### src/rtl/multicycle_control.sv
// Multicycle MIPS control FSM: fetch/decode/execute/memory/writeback
// sequencing with memory-ready stalls, illegal-opcode flag and retire count.
module multicycle_control #(
    parameter int CNT_W       = 32,
    parameter bit SUPPORT_BNE = 1'b1
) (
    input  logic             clk,
    input  logic             reset,
    input  logic [5:0]       opcode,
    input  logic             mem_ready,
    output logic             pcwrite,
    output logic             pcwritecond,
    output logic             branch_ne,
    output logic             iord,
    output logic             memread,
    output logic             memwrite,
    output logic             irwrite,
    output logic             memtoreg,
    output logic             regdest,
    output logic             regwrite,
    output logic             alusrca,
    output logic [1:0]       alusrcb,
    output logic [1:0]       aluop,
    output logic [1:0]       pcsrc,
    output logic             illegal,
    output logic [CNT_W-1:0] instret,
    output logic [3:0]       state
);

    localparam logic [5:0] OP_RTYPE = 6'b000000;
    localparam logic [5:0] OP_LW    = 6'b100011;
    localparam logic [5:0] OP_SW    = 6'b101011;
    localparam logic [5:0] OP_BEQ   = 6'b000100;
    localparam logic [5:0] OP_BNE   = 6'b000101;
    localparam logic [5:0] OP_ADDI  = 6'b001000;
    localparam logic [5:0] OP_J     = 6'b000010;

    typedef enum logic [3:0] {
        S_FETCH  = 4'd0,
        S_DECODE = 4'd1,
        S_MEMADR = 4'd2,
        S_MEMRD  = 4'd3,
        S_MEMWB  = 4'd4,
        S_MEMWR  = 4'd5,
        S_EXEC   = 4'd6,
        S_ALUWB  = 4'd7,
        S_BRANCH = 4'd8,
        S_ADDIEX = 4'd9,
        S_ADDIWB = 4'd10,
        S_JUMP   = 4'd11
    } state_t;

    state_t           state_q, state_d;
    logic [CNT_W-1:0] instret_q, instret_d;
    logic             op_legal;
    logic             retire;

    always_comb begin
        case (opcode)
            OP_RTYPE, OP_LW, OP_SW,
            OP_BEQ, OP_ADDI, OP_J: op_legal = 1'b1;
            OP_BNE:                op_legal = SUPPORT_BNE;
            default:               op_legal = 1'b0;
        endcase
    end

    always_comb begin
        state_d = state_q;
        case (state_q)
            S_FETCH: begin
                if (mem_ready) state_d = S_DECODE;
            end
            S_DECODE: begin
                state_d = S_FETCH;
                if (op_legal) begin
                    case (opcode)
                        OP_RTYPE:     state_d = S_EXEC;
                        OP_LW, OP_SW: state_d = S_MEMADR;
                        OP_BEQ:       state_d = S_BRANCH;
                        OP_BNE:       state_d = S_BRANCH;
                        OP_ADDI:      state_d = S_ADDIEX;
                        OP_J:         state_d = S_JUMP;
                        default:      state_d = S_FETCH;
                    endcase
                end
            end
            S_MEMADR: begin
                state_d = (opcode == OP_SW) ? S_MEMWR : S_MEMRD;
            end
            S_MEMRD: begin
                if (mem_ready) state_d = S_MEMWB;
            end
            S_MEMWR: begin
                if (mem_ready) state_d = S_FETCH;
            end
            S_EXEC:   state_d = S_ALUWB;
            S_ADDIEX: state_d = S_ADDIWB;
            S_MEMWB, S_ALUWB, S_BRANCH,
            S_ADDIWB, S_JUMP: state_d = S_FETCH;
            default:  state_d = S_FETCH;
        endcase
    end

    // A store retires only once its memory access completes.
    always_comb begin
        case (state_q)
            S_MEMWB, S_ALUWB, S_BRANCH,
            S_ADDIWB, S_JUMP: retire = 1'b1;
            S_MEMWR:          retire = mem_ready;
            default:          retire = 1'b0;
        endcase
    end

    assign instret_d = retire ? instret_q + CNT_W'(1) : instret_q;

    always_ff @(posedge clk or posedge reset) begin
        if (reset) begin
            state_q   <= S_FETCH;
            instret_q <= '0;
        end else begin
            state_q   <= state_d;
            instret_q <= instret_d;
        end
    end

    // Controls are held low for the whole reset window, FETCH included.
    always_comb begin
        pcwrite     = 1'b0;
        pcwritecond = 1'b0;
        branch_ne   = 1'b0;
        iord        = 1'b0;
        memread     = 1'b0;
        memwrite    = 1'b0;
        irwrite     = 1'b0;
        memtoreg    = 1'b0;
        regdest     = 1'b0;
        regwrite    = 1'b0;
        alusrca     = 1'b0;
        alusrcb     = 2'b00;
        aluop       = 2'b00;
        pcsrc       = 2'b00;
        illegal     = 1'b0;
        if (!reset) begin
            case (state_q)
                S_FETCH: begin
                    memread = 1'b1;
                    alusrcb = 2'b01;
                    irwrite = mem_ready;
                    pcwrite = mem_ready;
                end
                S_DECODE: begin
                    alusrcb = 2'b11;
                    illegal = ~op_legal;
                end
                S_MEMADR: begin
                    alusrca = 1'b1;
                    alusrcb = 2'b10;
                end
                S_MEMRD: begin
                    memread = 1'b1;
                    iord    = 1'b1;
                end
                S_MEMWB: begin
                    regwrite = 1'b1;
                    memtoreg = 1'b1;
                end
                S_MEMWR: begin
                    memwrite = 1'b1;
                    iord     = 1'b1;
                end
                S_EXEC: begin
                    alusrca = 1'b1;
                    aluop   = 2'b10;
                end
                S_ALUWB: begin
                    regwrite = 1'b1;
                    regdest  = 1'b1;
                end
                S_BRANCH: begin
                    alusrca     = 1'b1;
                    aluop       = 2'b01;
                    pcsrc       = 2'b01;
                    pcwritecond = 1'b1;
                    branch_ne   = (opcode == OP_BNE);
                end
                S_ADDIEX: begin
                    alusrca = 1'b1;
                    alusrcb = 2'b10;
                end
                S_ADDIWB: begin
                    regwrite = 1'b1;
                end
                S_JUMP: begin
                    pcwrite = 1'b1;
                    pcsrc   = 2'b10;
                end
                default: ;
            endcase
        end
    end

    assign state   = state_q;
    assign instret = instret_q;

endmodule

### config.mk
export PLATFORM = sky130hd
export DESIGN_NAME = multicycle_control
export DESIGN_NICKNAME = d
export VERILOG_FILES = /design/src/rtl/multicycle_control.sv
export SDC_FILE = /design/constraint.sdc
export NUM_CORES = 1
export LEC_CHECK = 0
export ABC_AREA = 1
export CAP_MARGIN = 20
export CORE_ASPECT_RATIO = 0.9
export CORE_MARGIN = 1.5
export CORE_UTILIZATION = 40
export CTS_CLUSTER_DIAMETER = 100
export DETAILED_ROUTE_END_ITERATION = 7
export GPL_TIMING_DRIVEN = 0
export PLACE_DENSITY = 0.66
export SETUP_SLACK_MARGIN = 0.02
export SKIP_CTS_REPAIR_TIMING = 1
export SYNTH_ARGS = -nofsm -noshare
export SYNTH_HDL_FRONTEND = slang
export SYNTH_SLANG_ARGS = --single-unit
### constraint.sdc
create_clock -name clk -period 4.2 [get_ports clk]
set_clock_uncertainty 0.1 [all_clocks]
set_input_delay 0.42 -clock clk [delete_from_list [all_inputs] [get_ports clk]]
set_output_delay 0.42 -clock clk [all_outputs]
set_load 0.01 [all_outputs]
==> results of run 1 <==
==> state kept, by name, indices dropped and copies added (netlist names) <==
signal and cells:
instret 32, state 4
==> critical path, delay by kind of cell <==
kind                   cells  cell delay [ns]
and+or+nand+nor            6             0.63
buffers and inverters      2             1.08
==> placed cells by master (no fill, tap or decap), drive strengths merged <==
cell type,count
clkdlybuf4s50,61
nand4,6
dfrtp,36
clkbuf,8
bufinv,1
a221oi,1
o211ai,2
a21oi,5
o21ai,6
inv,48
buf,7
ha,1
xor2,4
clkinv,1
nor3,5
xnor2,13
nand2,173
nor2,74
nand3,24
nand3b,2
nor4,2
==> routing by layer <==
metal | wire [um] | track usage (%) | up-vias
met5 | 0 | 0 | -
met1 | 3420 | 33.3 | 1217
met2 | 3110 | 34.1 | 71
met4 | 58 | 5.71 | 0
met3 | 387 | 3.43 | 5
li1 | - | - | 1404
==> area by class of cell <==
class	instances	area, um^2
clock buffer	6	72.6
inverter	48	180
fill	676	2760
clock inverter	2	35.0
sequential	36	901
multi-input combinational	318	1400
timing repair buffer	61	611
buffer	9	78.8
tap	87	109
==> power breakdown <==
part | internal, mW | switching [mW]
clock network | 0.176 | 0.127
logic | 0.222 | 0.277
registers | 0.382 | 0.0565
==> kinds of logic after synthesis <==
group | Yosys count | synth area share (%)
XOR/XNOR | 17 | 6.10
buffers and inverters | 57 | 10.1
AND/OR/NAND/NOR | 286 | 44.9
flip-flops | 36 | 35.1
AO/OA/AOI/OAI | 14 | 3.22
adder cells (fa/ha/maj) | 1 | 0.488
==> worst paths after layout <==
check	to	slack [ns]	startpoint
worst max-delay path	illegal	1.56	opcode[2]
worst min-delay path	state[1]$_DFFE_PP0P_	0.30	reset
worst min register to register	instret[18]$_DFFE_PP0P_	0.43	instret[18]$_DFFE_PP0P_
worst max register to register	instret[26]$_DFFE_PP0P_	2.38	instret[0]$_DFFE_PP0P_
min in group clk	instret[18]$_DFFE_PP0P_	0.43	instret[18]$_DFFE_PP0P_
max in group asynchronous	instret[23]$_DFFE_PP0P_	3.20	reset
==> through the flow <==
| step | total power [mW] | setup WS [ns] |
|---|---|---|
| after CTS | 1.25 | 1.54 |
| after global placement | 0.950 | 1.19 |
| after global routing | 1.33 | 1.40 |
| final | 1.24 | 1.56 |
| after floorplan | 0.737 | 2.08 |
| after detailed placement | 0.948 | 1.56 |
==> results.cfg, run 1 <==
[outcome]
run_status = completed

[min_path]
hp-class = primary input to asynchronous set/reset pin

[logic_synthesis]
synth_enable_flop_cells = 0
syn_avg_cell_area_um2 = 6.24
syn-instance-count = 411
ys_dominant_reg_cell = sky130_fd_sc_hd__dfrtp_1
syn-num-nets = 421
synth_cell_type_count = 26
async_flop_share_pct = 100
synthTopCellsByArea = sky130_fd_sc_hd__dfrtp_1, sky130_fd_sc_hd__nand2_1, sky130_fd_sc_hd__nor2_1
syn_area_mm2 = 0.00256
post_synth_most_frequent_cells = sky130_fd_sc_hd__nand2_1, sky130_fd_sc_hd__nor2_1, sky130_fd_sc_hd__inv_1
synth.ff_latch_count = 36
post-synth-top-area-fraction_pct = 35.1
synth_seq_area_share_pct = 35.1
yosys_warnings = 0
synth_area_leader_cell = sky130_fd_sc_hd__dfrtp_1
synth.most_common_cell = sky130_fd_sc_hd__nand2_1

[timing]
rsz_0062_raised_after_global_routing = no
layout_worst_path_cycle_share_pct = 62.9
fin_worst_hold_slack_ns = 0.305
timing.max_slew.rel_slack_pct = 48.1
hold_violations = 0
fin_setup_tns_ns = 0
maxSlewViolCount = 0
achievable-frequency_mhz = 379
period_minus_slack_ns = 2.64
worst_slew_pin_slew_ns = 0.778
final-setup-viol-count = 0

[cts]
clk_latency_worst_skew_pair_ns = 0.29
max-clock-path-buffers = 2
ctsHtreeMaxLevel = 2
clock_sink_count = 36
clk_pin_slew_ns = 0.07
clock-root-buffer = sky130_fd_sc_hd__clkbuf_8
numCtsBuffers = 5
cts_tree = built

[die]
fp.dieH_um = 79.0
placement_rows = 27
coreArea_mm2 = 0.00615
top_level_ports = 63
die_area_mm2 = 0.00690
die_width_um = 87.4
initial_standard_cell_utilization_of_the_core_pct = 41.7

[critical_path]
timing.setup.critical_path_class = primary input to output port
critical_path.endpoint_type = output port
crit_arrival_ns = 2.12
cpPeakStageDelay_ns = 0.55
slowest_stage = sky130_fd_sc_hd__clkdlybuf4s50_1
critPathLaunchType = primary input
critical_path.cell_chain = clkdlybuf4s50_1, nor2_1, nand4_1, nand2_1, nor2_1, nand3_1, nor2_1, clkdlybuf4s50_1
path_max_fanout = 4
r2r_worst_path_depth = 10
critical_path.most_common_cell = sky130_fd_sc_hd__nor2_1
cp.required_ns = 3.68

[route]
detailedRoute.firstIterationViolations = 142
routed_wire_length_per_instance_um = 12.3
vias = 2697
vias_per_cell = 4.76
remaining_drc_errors = 0
firstDrtPassIters = 5
ant_nets = 0
routed_wirelength_mm = 6.97

[final_layout]
antenna_cells = 0
finish.cell_count_without_fillers = 567
postLayoutCoreUtil_pct = 55.1
final_design_area_no_fill_mm2 = 0.00339
area_delta_synth_final_pct = 32.3
design.final.nets = 489
drive_gt1_share_pct = 4.58

[placement]
place_congestion = 0.909
placedInstanceArea_mm2 = 0.00328
placed_cells = 559
buffer_ports.inserted = 61
place.detailed.hpwl_mm = 5.62

[grt]
globalRouteTotalUtil_pct = 22.5
grt_antenna_before_repair = 0
grt_first_pass_wirelength_mm = 12.1
grt_max_degree = 38
grt_pass1_vias = 2509
overflow = 0

[power_and_ir_drop]
cellPowerDensity_mw_per_mm2 = 366
cellLeakagePower_nw = 1.48
vdd.ir_drop.worst_mv = 0.160

[job]
drv.max_cap_violation_count = 0
(Power assumes the default switching activity.)
==> inputs of run 2 (changes only) <==
--- a/config.mk
+++ b/config.mk
@@ -13,7 +13,7 @@
 export CTS_CLUSTER_DIAMETER = 100
 export DETAILED_ROUTE_END_ITERATION = 7
 export GPL_TIMING_DRIVEN = 0
-export PLACE_DENSITY = 0.66
+export PLACE_DENSITY = 0.69
 export SETUP_SLACK_MARGIN = 0.02
 export SKIP_CTS_REPAIR_TIMING = 1
 export SYNTH_ARGS = -nofsm -noshare
==> constraint.sdc (replaced) <==
create_clock -name clk -period 2.2 [get_ports clk]
set_clock_uncertainty 0.1 [all_clocks]
set_input_delay 0.22 -clock clk [delete_from_list [all_inputs] [get_ports clk]]
set_output_delay 0.22 -clock clk [all_outputs]
set_load 0.01 [all_outputs]
==> run 2 against run 1 <==
First-iteration DRC count shrank 16%. Total power is 94% higher. Clock power is 92% higher. Core utilization rose by 1.4 points. Sequential power rose by 94%. Largest cell class unchanged. Largest power group unchanged. Highest routed layer unchanged.
==> results.cfg, run 2 (synthesis gave the netlist of run 1 again) <==
[outcome]
run_status = completed

[timing]
layout_worst_path_cycle_share_pct = 98.5
hold_violations = 0
achievable-frequency_mhz = 462
period_minus_slack_ns = 2.17
rsz_0062_raised_after_global_routing = yes
fin_setup_tns_ns = 0
final-setup-viol-count = 0
worst_slew_pin_slew_ns = 0.756
timing.max_slew.rel_slack_pct = 49.5
maxSlewViolCount = 0

[placement]
buffer_ports.inserted = 61
place_congestion = 0.904
place.detailed.hpwl_mm = 5.58

[critical_path]
path_max_fanout = 6
crit-reg2reg-capture = instret[18]$_DFFE_PP0P_
crit_arrival_ns = 1.85
r2r_worst_path_depth = 7
timing.setup.critical_path_class = flip-flop to output port
critical_path.endpoint_type = output port
critPathLaunchType = flip-flop
critical_path.reg2reg.startpoint = instret[0]$_DFFE_PP0P_
worst-r2r-setup-slack_ns = 0.36
cp.required_ns = 1.88

[cts]
clk_pin_slew_ns = 0.08
cts_tree = built
clock_sink_count = 36
ctsHtreeMaxLevel = 2
numCtsBuffers = 5
clk_latency_worst_skew_pair_ns = 0.29
max-clock-path-buffers = 2
clock-root-buffer = sky130_fd_sc_hd__clkbuf_8

[route]
firstDrtPassIters = 4
vias_per_cell = 4.77
routed_wirelength_mm = 7.02
ant_nets = 0
vias = 2712
routed_wire_length_per_instance_um = 12.4
detailedRoute.firstIterationViolations = 119
remaining_drc_errors = 0

[grt]
grt_pass1_vias = 2430
grt_first_pass_wirelength_mm = 11.5
grt_antenna_before_repair = 0
globalRouteTotalUtil_pct = 21.2
grt_max_degree = 22
overflow = 0

[die]
fp.dieH_um = 79.0
die_width_um = 87.4
initial_standard_cell_utilization_of_the_core_pct = 41.7
coreArea_mm2 = 0.00615
die_area_mm2 = 0.00690
top_level_ports = 63
placement_rows = 27

[min_path]
hp-class = primary input to asynchronous set/reset pin

[final_layout]
antenna_cells = 0
final.fill_count = 626
area_delta_synth_final_pct = 35.6
combined_area_of_the_multi_input_logic_cells_mm2 = 0.00144
final_cell_mix = sky130_fd_sc_hd__nand2_1, sky130_fd_sc_hd__nor2_1, sky130_fd_sc_hd__clkdlybuf4s50_1
layout.cells.most_common = sky130_fd_sc_hd__nand2_1
drive_gt1_share_pct = 7.28
largest_register_ff_count = 32
design.final.nets = 490
seq_area_um2 = 903

[power_and_ir_drop]
cellLeakagePower_nw = 1.65
vdd.ir_drop.worst_mv = 0.258
cellPowerDensity_mw_per_mm2 = 693
power_mw = 2.41

[job]
drv.max_cap_violation_count = 0
run 2: cell types whose count changed in the layout (fill, tap and decap cells not counted):
cell	change
sky130_fd_sc_hd__clkdlybuf4s50_1	-9
sky130_fd_sc_hd__nand2_2	+3
sky130_fd_sc_hd__nor2_4	+1
sky130_fd_sc_hd__nand2_1	-3
sky130_fd_sc_hd__dlymetal6s2s_1	+9
sky130_fd_sc_hd__buf_16	+1
sky130_fd_sc_hd__dfrtp_2	+2
sky130_fd_sc_hd__nor3_2	+1
sky130_fd_sc_hd__nor2_2	+5
sky130_fd_sc_hd__nor3_1	-1
sky130_fd_sc_hd__nor2_1	-6
sky130_fd_sc_hd__dfrtp_1	-2
run 2: worst max-delay path, stage by stage, from the launching register on:
cell and delay (ns):
sky130_fd_sc_hd__dfrtp_1 0.41, sky130_fd_sc_hd__inv_2 0.15, sky130_fd_sc_hd__nand2_2 0.11, sky130_fd_sc_hd__inv_1 0.08
sky130_fd_sc_hd__o21ai_2 0.07, sky130_fd_sc_hd__o21ai_0 0.07, sky130_fd_sc_hd__nand2_1 0.06, sky130_fd_sc_hd__inv_1 0.08
sky130_fd_sc_hd__clkdlybuf4s50_1 0.53
run 2: area by class of cell:
type | count | share of cell area (%)
Inverter | 48 | 5.18
Multi-Input combinational cell | 318 | 41.3
Timing Repair Buffer | 62 | 19.0
Buffer | 9 | 2.27
Clock buffer | 6 | 2.09
Clock inverter | 2 | 1.01
Tap cell | 87 | 3.13
Sequential cell | 36 | 26.0
run 2: per-stage QoR:
step | instances | cell area (um^2) | setup slack (ns) | util, % | hold WS (ns)
after floorplan | 411 | 2560 | 0.484 | - | 0.245
after global placement | 559 | 3280 | -0.364 | 53.4 | 0.419
after detailed placement | 560 | 3310 | -0.0294 | 53.8 | 0.422
after CTS | 568 | 3420 | -0.150 | 55.6 | 0.112
after global routing | 568 | 3480 | -0.0997 | 56.5 | 0.153
final | 568 | 3480 | 0.0338 | 56.5 | 0.0827
run 2: worst max-delay path by stage:
stage | startpoint | to | slack, ns | cells after the start
floorplan | reset | regwrite | 0.48 | 4
global placement | reset | regwrite | -0.36 | 5
detailed placement | opcode[2] | illegal | -0.03 | 8
CTS | state[3]$_DFFE_PP0P_ | pcwrite | -0.15 | 6
global route | state[0]$_DFFE_PP0P_ | regwrite | -0.1 | 6
finish | state[3]$_DFFE_PP0P_ | regwrite | 0.03 | 8
run 2: per-layer routing:
metal | global-route usage (%) | vias to the layer above | share of wire, %
met3 | 3.12 | 2 | 4.8
met1 | 30.5 | 1250 | 49
met2 | 34.1 | 65 | 46
li1 | - | 1395 | -
met5 | 0 | - | 0
met4 | 3.33 | 0 | 0.48
run 2: report_power, final:
part	switching, mW	internal (mW)
Combinational	0.544	0.433
Clock	0.247	0.336
Sequential	0.118	0.732
==> inputs of run 3 (changes only) <==
--- a/config.mk
+++ b/config.mk
@@ -10,6 +10,7 @@
 export CORE_ASPECT_RATIO = 0.9
 export CORE_MARGIN = 1.5
 export CORE_UTILIZATION = 40
+export CTS_BUF_LIST = sky130_fd_sc_hd__clkbuf_8
 export CTS_CLUSTER_DIAMETER = 100
 export DETAILED_ROUTE_END_ITERATION = 7
 export GPL_TIMING_DRIVEN = 0
==> constraint.sdc (replaced) <==
create_clock -name clk -period 2.2 [get_ports clk]
set_clock_uncertainty 0.1 [all_clocks]
set_input_delay 0.22 -clock clk [delete_from_list [all_inputs] [get_ports clk]]
set_output_delay 0.22 -clock clk [all_outputs]
set_load 0.02 [all_outputs]
==> run 3 against run 2 <==
Register-to-register slack got worse by 0.02 ns. Die area unchanged. Critical path depth decreased by 4. Largest cell class unchanged.
==> results.cfg, run 3 (synthesis gave the netlist of run 1 again) <==
[critical_path]
critical_path.reg2reg.startpoint = instret[0]$_DFFE_PP0P_
crit_arrival_ns = 1.78
r2r_worst_path_depth = 7
critical_path.endpoint_type = output port
crit-reg2reg-capture = instret[18]$_DFFE_PP0P_
worst-r2r-setup-slack_ns = 0.34
timing.setup.critical_path_class = flip-flop to output port
critPathLaunchType = flip-flop
cp.required_ns = 1.88
path_max_fanout = 8

[route]
vias_per_cell = 4.78
routed_wire_length_per_instance_um = 12.2
ant_nets = 0
firstDrtPassIters = 4
routed_wirelength_mm = 6.95
detailedRoute.firstIterationViolations = 133
remaining_drc_errors = 0
vias = 2717

[power_and_ir_drop]
cellLeakagePower_nw = 1.79
cellPowerDensity_mw_per_mm2 = 712
power_mw = 2.47
vdd.ir_drop.worst_mv = 0.262

[timing]
timing.max_slew.rel_slack_pct = 49.5
worst_slew_pin_slew_ns = 0.756
layout_worst_path_cycle_share_pct = 95.5
hold_violations = 0
maxSlewViolCount = 0
final-setup-viol-count = 0
rsz_0062_raised_after_global_routing = no
period_minus_slack_ns = 2.10
achievable-frequency_mhz = 476

[final_layout]
postLayoutCoreUtil_pct = 56.5
area_delta_synth_final_pct = 35.4
antenna_cells = 0
layout.cells.most_common = sky130_fd_sc_hd__nand2_1
design.final.nets = 490
final_cell_mix = sky130_fd_sc_hd__nand2_1, sky130_fd_sc_hd__nor2_1, sky130_fd_sc_hd__inv_1
largest_register_ff_count = 32
drive_gt1_share_pct = 5.41

[outcome]
run_status = completed

[grt]
globalRouteTotalUtil_pct = 21.2
grt_antenna_before_repair = 0
globalRouteMet2Util_pct = 34.1
globalRoute.busiestLayer = met2
use_met3_pct = 3.12
grt_first_pass_wirelength_mm = 11.5
grt_max_degree = 22
grt_pass1_vias = 2430
overflow = 0
met1_usage_pct = 30.5

[die]
fp.dieH_um = 79.0
die_width_um = 87.4
coreArea_mm2 = 0.00615
top_level_ports = 63
placement_rows = 27
initial_standard_cell_utilization_of_the_core_pct = 41.7
die_area_mm2 = 0.00690

[job]
drv.max_cap_violation_count = 0

[placement]
place_congestion = 0.904
place.detailed.hpwl_mm = 5.58
buffer_ports.inserted = 61

[cts]
clk_latency_worst_skew_pair_ns = 0.29
max-clock-path-buffers = 2
numCtsBuffers = 5
ctsHtreeMaxLevel = 2
clock-root-buffer = sky130_fd_sc_hd__clkbuf_8
clk_pin_slew_ns = 0.08
cts_tree = built
clock_sink_count = 36

[min_path]
hp-class = primary input to asynchronous set/reset pin
[run 3: worst max path at each step]
stage                         startpoint   endpoint  slack, ns
global placement                   reset   regwrite      -0.43
global route        state[0]$_DFFE_PP0P_   aluop[1]       0.03
CTS                 state[3]$_DFFE_PP0P_    pcwrite      -0.22
floorplan           state[1]$_DFFE_PP0P_  branch_ne       0.32
finish              state[0]$_DFFE_PP0P_   aluop[1]        0.1
detailed placement             opcode[2]    illegal       -0.1
[run 3: area by class of cell]
cell class / instances / area [um^2]
fill: 626 / 2680
multi-input combinational: 318 / 1410
sequential: 36 / 902
timing repair buffer: 62 / 681
inverter: 48 / 180
tap: 87 / 109
buffer: 9 / 78.8
clock buffer: 5 / 68.8
clock inverter: 3 / 38.8
[run 3: per-stage QoR]
step | worst slack (ns) | setup TNS [ns] | instances | cell area (um^2) | hold slack, ns
3_3_place_gp | -0.432 | -0.566 | 559 | 3280 | 0.419
6_report | 0.0983 | 0 | 568 | 3470 | 0.0837
3_5_place_dp | -0.0973 | -0.166 | 560 | 3310 | 0.422
2_1_floorplan | 0.320 | 0 | 411 | 2560 | 0.245
4_1_cts | -0.218 | -1.76 | 568 | 3420 | 0.112
5_1_grt | 0.0291 | 0 | 568 | 3470 | 0.161
[run 3: critical path: stages (launching register included)]
cell                              delay [ns]
sky130_fd_sc_hd__dfrtp_2                0.47
sky130_fd_sc_hd__inv_1                  0.14
sky130_fd_sc_hd__nand4_1                0.15
sky130_fd_sc_hd__nor2_1                 0.12
sky130_fd_sc_hd__clkdlybuf4s50_1        0.62
[run 3: metal layers]
metal  vias to the layer above  wire (um)
met5                         -          0
met4                         0         31
met3                         2        395
met2                        82       3160
met1                      1235       3370
li1                       1398          -
[run 3: where the power goes]
| part | total, mW | switching [mW] | leakage (nW) | internal, mW |
|---|---|---|---|---|
| logic | 1.05 | 0.627 | 1.24 | 0.426 |
| clock network | 0.578 | 0.247 | 0.0593 | 0.332 |
| registers | 0.843 | 0.113 | 0.490 | 0.731 |
| total | 2.47 | 0.986 | 1.79 | 1.49 |
